===== src/rtl/icache_pkg.sv =====
// Shared definitions for the instruction-cache refill controller.
// Holds the line/offset/address geometry, the line type, the refill
// FSM state encoding and a word-select helper used on the response path.
package icache_pkg;

  localparam int LINE_W   = 128;
  localparam int OFFSET_W = 4;
  localparam int ADDR_W   = 32;

  typedef logic [LINE_W-1:0] line_t;

  typedef enum logic [1:0] {
    IDLE = 2'd0,
    REQ  = 2'd1,
    FILL = 2'd2,
    RESP = 2'd3
  } refill_state_t;

  // Word 0 is bits 31:0 of the line.
  function automatic logic [31:0] line_word(input line_t line, input logic [1:0] sel);
    line_word = line[32*sel +: 32];
  endfunction

endpackage


===== src/rtl/refill_timer.sv =====
// Timeout counter for the refill request phase.
// Ports:
//   i_clk, i_rst  clock and asynchronous active-high reset
//   i_clear       zero the count (refill request starting)
//   i_enable      one request cycle elapsed without memory data
//   o_expire      this enabled cycle is the last one allowed
// TIMEOUT = 0 disables expiry entirely.
module refill_timer #(
  parameter int TIMEOUT = 64
) (
  input  logic i_clk,
  input  logic i_rst,
  input  logic i_clear,
  input  logic i_enable,
  output logic o_expire
);

  localparam int CNT_W = (TIMEOUT > 1) ? $clog2(TIMEOUT) : 1;
  localparam int LIMIT = (TIMEOUT > 0) ? TIMEOUT - 1 : 0;

  logic [CNT_W-1:0] r_cnt;
  logic             w_at_limit;

  assign w_at_limit = (r_cnt == CNT_W'(LIMIT));
  assign o_expire   = (TIMEOUT != 0) && i_enable && w_at_limit;

  always_ff @(posedge i_clk or posedge i_rst) begin
    if (i_rst) begin
      r_cnt <= '0;
    end else if (i_clear) begin
      r_cnt <= '0;
    end else if (i_enable && !o_expire && (TIMEOUT != 0)) begin
      r_cnt <= r_cnt + 1'b1;
    end
  end

endmodule


===== src/rtl/icache_refill_ctrl.sv =====
// Instruction-cache refill controller: accepts one miss at a time,
// requests the 16-byte line from memory, writes it into the cache array
// for one cycle, then returns the requested 32-bit word to the core.
// A request that waits too long for memory is abandoned with an err pulse.
// Ports:
//   i_clk, i_rst                         clock, asynchronous active-high reset
//   i_miss_valid/i_miss_addr/o_miss_ready miss handshake from the core
//   o_mem_req/o_mem_addr                 line request (line-aligned address)
//   i_mem_ready/i_mem_data_in            memory returns the line
//   o_fill_valid/_index/_tag/_data       cache array write strobe and payload
//   o_resp_valid/o_resp_data             requested word back to the core
//   o_err                                one-cycle timeout pulse
module icache_refill_ctrl
  import icache_pkg::*;
#(
  parameter int INDEX_W = 6,
  parameter int TIMEOUT = 64
) (
  input  logic                           i_clk,
  input  logic                           i_rst,
  input  logic                           i_miss_valid,
  input  logic [ADDR_W-1:0]              i_miss_addr,
  output logic                           o_miss_ready,
  output logic                           o_mem_req,
  output logic [ADDR_W-1:0]              o_mem_addr,
  input  logic                           i_mem_ready,
  input  logic [LINE_W-1:0]              i_mem_data_in,
  output logic                           o_fill_valid,
  output logic [INDEX_W-1:0]             o_fill_index,
  output logic [ADDR_W-OFFSET_W-INDEX_W-1:0] o_fill_tag,
  output logic [LINE_W-1:0]              o_fill_data,
  output logic                           o_resp_valid,
  output logic [31:0]                    o_resp_data,
  output logic                           o_err
);

  refill_state_t r_state;
  refill_state_t w_next;

  logic [ADDR_W-1:0] r_addr;
  line_t             r_line;
  logic [31:0]       r_resp_data;
  logic              r_err;

  logic w_accept;
  logic w_capture;
  logic w_wait;
  logic w_expire;
  logic w_unused_addr;

  // Byte-within-word bits are never needed: requests and responses are word granular.
  assign w_unused_addr = ^r_addr[1:0];

  // Data arriving in the same cycle as the deadline wins over the timeout
  // because w_wait excludes i_mem_ready from the timer enable.
  assign w_capture = (r_state == REQ) && i_mem_ready;
  assign w_wait    = (r_state == REQ) && !i_mem_ready;

  refill_timer #(
    .TIMEOUT (TIMEOUT)
  ) u_timer (
    .i_clk    (i_clk),
    .i_rst    (i_rst),
    .i_clear  (w_accept),
    .i_enable (w_wait),
    .o_expire (w_expire)
  );

  always_ff @(posedge i_clk or posedge i_rst) begin
    if (i_rst) begin
      r_state <= IDLE;
    end else begin
      r_state <= w_next;
    end
  end

  always_comb begin
    w_next       = r_state;
    w_accept     = 1'b0;
    o_miss_ready = 1'b0;
    o_mem_req    = 1'b0;
    o_fill_valid = 1'b0;
    o_resp_valid = 1'b0;
    case (r_state)
      IDLE: begin
        o_miss_ready = 1'b1;
        if (i_miss_valid) begin
          w_accept = 1'b1;
          w_next   = REQ;
        end
      end
      REQ: begin
        o_mem_req = 1'b1;
        if (i_mem_ready) begin
          w_next = FILL;
        end else if (w_expire) begin
          w_next = IDLE;
        end
      end
      FILL: begin
        o_fill_valid = 1'b1;
        w_next       = RESP;
      end
      RESP: begin
        o_resp_valid = 1'b1;
        w_next       = IDLE;
      end
      default: begin
        w_next = IDLE;
      end
    endcase
  end

  always_ff @(posedge i_clk or posedge i_rst) begin
    if (i_rst) begin
      r_addr      <= '0;
      r_line      <= '0;
      r_resp_data <= '0;
      r_err       <= 1'b0;
    end else begin
      r_err <= w_wait && w_expire;
      if (w_accept) begin
        r_addr <= i_miss_addr;
      end
      if (w_capture) begin
        r_line <= i_mem_data_in;
      end
      // Response word is latched once so it holds across later misses.
      if (r_state == FILL) begin
        r_resp_data <= line_word(r_line, r_addr[3:2]);
      end
    end
  end

  assign o_mem_addr   = {r_addr[ADDR_W-1:OFFSET_W], {OFFSET_W{1'b0}}};
  assign o_fill_index = r_addr[OFFSET_W+INDEX_W-1:OFFSET_W];
  assign o_fill_tag   = r_addr[ADDR_W-1:OFFSET_W+INDEX_W];
  assign o_fill_data  = r_line;
  assign o_resp_data  = r_resp_data;
  assign o_err        = r_err;

endmodule


===== config.mk =====
export PLATFORM = sky130hd
export DESIGN_NAME = icache_refill_ctrl
export DESIGN_NICKNAME = d
export VERILOG_FILES = /design/src/rtl/icache_pkg.sv /design/src/rtl/refill_timer.sv /design/src/rtl/icache_refill_ctrl.sv
export SDC_FILE = /design/constraint.sdc
export NUM_CORES = 1
export LEC_CHECK = 0
export CORE_UTILIZATION = 30
export CTS_CLUSTER_SIZE = 28
export DETAILED_ROUTE_END_ITERATION = 10
export GPL_ROUTABILITY_DRIVEN = 0
export HOLD_SLACK_MARGIN = 0.1
export PLACE_DENSITY = 0.6
export SLEW_MARGIN = 20
export SYNTH_ARGS = -nofsm -noshare
export SYNTH_HDL_FRONTEND = slang
export SYNTH_HIERARCHICAL = 1
export SYNTH_SLANG_ARGS = --single-unit

===== constraint.sdc =====
create_clock -name i_clk -period 17.5 [get_ports i_clk]
set_clock_uncertainty 0.1 [all_clocks]
set_input_delay 4.375 -clock i_clk [delete_from_list [all_inputs] [get_ports i_clk]]
set_output_delay 4.375 -clock i_clk [all_outputs]
set_load 0.01 [all_outputs]

==> impl_metrics.toml <==
[worst_setup_path]
critPathKind = "reg -> out"
crit_chain = "nor2b_1, clkdlybuf4s50_1"
required_ps = 13030
crit_fanout = 9
endpoint_kind = "output pin"
startpoint = "r_state[0]$_DFFE_PP0P_"
critical_path.startpoint_type = "flip-flop"
r2r_start = "r_addr[2]$_DFFE_PP0P_"
cpPeakStageDelay_ps = 580
critPathArrivalTime_ps = 1790
crit_slowest_cell = "clkdlybuf4s50_1"
critical-path-top-delay-family = "buffers and inverters"
path_buf_inv = 1

[status]
status = "finished, final reports clean"

[synth]
synth_seq_cells = 199
synthCells = 559
synth.cell_area_um2 = 8970
ys_warn_count = 6
seq_area_frac_synth_pct = 55.5
avgSynthCellArea_um2 = 16.1
yosys.cell_types.count = 36

[routing]
drc_errors = 0
wl_per_cell_um = 18.7
vias = 5755
wl_met3_um = 1740
postRouteAntennaNets = 0
dr.pass1.iters = 4
top_layer = "met4"
met1Wirelength_um = 9820
vias_per_cell = 4.51
met2WireLength_um = 12200
drt-total-wl_um = 23900
drtIter0Drc = 207

[final_layout]
fillerInstances = 2687
final_layout_size_suffix_gt1_share_pct = 29.3
layout.nets = 1043
final_cell_mix = "clkdlybuf4s50_1, dfrtp_1, mux2_2"
syn_to_final_growth_pct = 47.3
num_antenna_cells = 0
final_common_cell = "clkdlybuf4s50_1"

[floorplan]
start_util_pct = 30.8
fp.dieH_um = 175
dieArea_um2 = 30600
die_x_um = 175
num_io_pins = 389
core-area_um2 = 29100
row_count = 62

[clocking]
clk_path_buf_depth = 2
ctsResizeCount = 0
insertion_delay_ps = 440
clock-sinks = 199
numCtsBuffers = 17
root_buffer = "clkbuf_16"
path_clk_slew_ps = 80
postCtsHoldBufs = 0
htree_num_levels = 4
cts_tree = "yes"
cts_setup_buffers = 0

[global_routing]
grt_pass1_wl_um = 36900
grt_pass1_vias = 6154
antenna_found_initial = 0
grt_overflow = 0
grt_max_degree = 121
grt_usage_pct = 15.8

[sta]
min_period_ps = 6270
rsz0062_at_grt = "false"
whs_ps = 408
setup_tns_ps = 0
fmax_ghz = 0.160
worstMarginPinSlew_ps = 1010
finalHoldViolations = 0
drv_slew = 0
max_slew_margin_pct = 33.0
min_period_over_period_pct = 35.8
setup_viol = 0

[hold_path]
min-delay-path-class = "reg -> reg"
worstHoldStart = "o_resp_data[13]$_DFFE_PP0P_"

[power_and_ir_drop]
leakagePower_uw = 0.00537
worst_ir_drop_vdd_mv = 0.0730
p_per_area_nw_per_um2 = 195

[place]
dpl.hpwl_um = 16600
io_buffer_count = 382

[flow_run]
drv_cap = 0
-- logic make-up (layout without fill, tap and decap cells) --
logic type | after synthesis | count (layout) | share of synthesized area (%)
buffers and inverters | 96 | 425 | 8.13
adders and majority gates | 1 | 1 | 0.139
AOI/OAI and AO/OA | 13 | 13 | 1.10
muxes | 222 | 222 | 33.1
and+or+nand+nor | 27 | 27 | 1.95
other | 1 | 4 | 0.0418
DFF | 199 | 199 | 55.5
-- synthesized netlist by cell type --
| master | number | area [µm²] |
|---|---|---|
| a211oi_1 | 1 | 7.51 |
| a21o_1 | 1 | 7.51 |
| a21oi_1 | 2 | 10.0 |
| a311oi_1 | 1 | 8.76 |
| a31oi_1 | 1 | 6.26 |
| a41oi_1 | 1 | 8.76 |
| and2_1 | 2 | 12.5 |
| and3_1 | 1 | 6.26 |
| buf_12 | 2 | 40.0 |
| buf_2 | 7 | 35.0 |
| buf_4 | 77 | 578 |
| buf_6 | 5 | 56.3 |
| clkbuf_2 | 1 | 5.00 |
| conb_1 | 1 | 3.75 |
| dfrtp_1 | 199 | 4980 |
| ha_1 | 1 | 12.5 |
| inv_1 | 4 | 15.0 |
| mux2_2 | 166 | 1870 |
| mux2_4 | 24 | 360 |
| mux4_1 | 6 | 158 |
| mux4_2 | 26 | 586 |
| nand2_1 | 4 | 15.0 |
| nand3_1 | 2 | 10.0 |
| nand3b_1 | 1 | 7.51 |
| nand4_2 | 1 | 12.5 |
| nand4bb_1 | 2 | 22.5 |
| nor2_1 | 3 | 11.3 |
| nor2b_1 | 3 | 18.8 |
| nor3_1 | 2 | 10.0 |
| nor3b_1 | 3 | 22.5 |
| nor3b_2 | 1 | 12.5 |
| o211ai_1 | 2 | 15.0 |
| o21bai_1 | 2 | 15.0 |
| o311a_1 | 2 | 20.0 |
| or2b_1 | 1 | 7.51 |
| or3_1 | 1 | 6.26 |
-- registers in the layout, summed over array words and instances, names as in the netlist, named ones only --
register       count
r_addr            30
r_state            1
o_err              1
o_resp_data       32
o_fill_data      128
u_timer/r_cnt      6
-- power breakdown --
part / internal [µW] / switching (µW) / leakage [µW] / total, µW
logic: 844 / 466 / 0.00273 / 1310
registers: 695 / 185 / 0.00236 / 881
clock network: 190 / 198 / 0.000277 / 388
-- per-stage QoR --
| stage | power [µW] | util [%] | cells | setup WS, ps | area, µm² |
|---|---|---|---|---|---|
| after floorplan | 1620 | - | 562 | 7770 | 8980 |
| after global placement | 2200 | 43.5 | 1243 | 10740 | 12600 |
| after detailed placement | 2220 | 43.5 | 1243 | 10780 | 12600 |
| after CTS | 2630 | 45.4 | 1275 | 11200 | 13200 |
| after global routing | 2730 | 45.4 | 1275 | 11090 | 13200 |
| final | 2580 | 45.4 | 1275 | 11230 | 13200 |
-- metal layers --
layer	vias to the layer above	global-route usage, %
li1	2593	-
met1	2919	19.1
met2	232	27.2
met3	11	5.46
met4	0	3.22
met5	-	0
-- path summary, 6_finish.rpt --
check	endpoint	slack [ps]	depth (start not counted)
setup reg to reg	o_resp_data[13]$_DFFE_PP0P_	15260	3
hold / removal	o_resp_data[13]$_DFFE_PP0P_	410	1
setup / recovery	o_mem_req	11230	2
hold reg to reg	o_resp_data[13]$_DFFE_PP0P_	410	1
max in group asynchronous	o_fill_data[92]$_DFFE_PP0P_	11490	3
min in group asynchronous	u_timer/r_cnt[3]$_DFFE_PP0P_	4210	2
-- cell type report --
class / count / area [µm²] / area share [%]
inverter: 4 / 22.5 / 0.170
sequential: 199 / 4980 / 37.7
clock inverter: 14 / 136 / 1.03
clock buffer: 18 / 429 / 3.25
tap: 384 / 480 / 3.63
timing repair buffer: 389 / 3880 / 29.3
multi-input combinational: 267 / 3290 / 24.9
(Power assumes the default switching activity.)
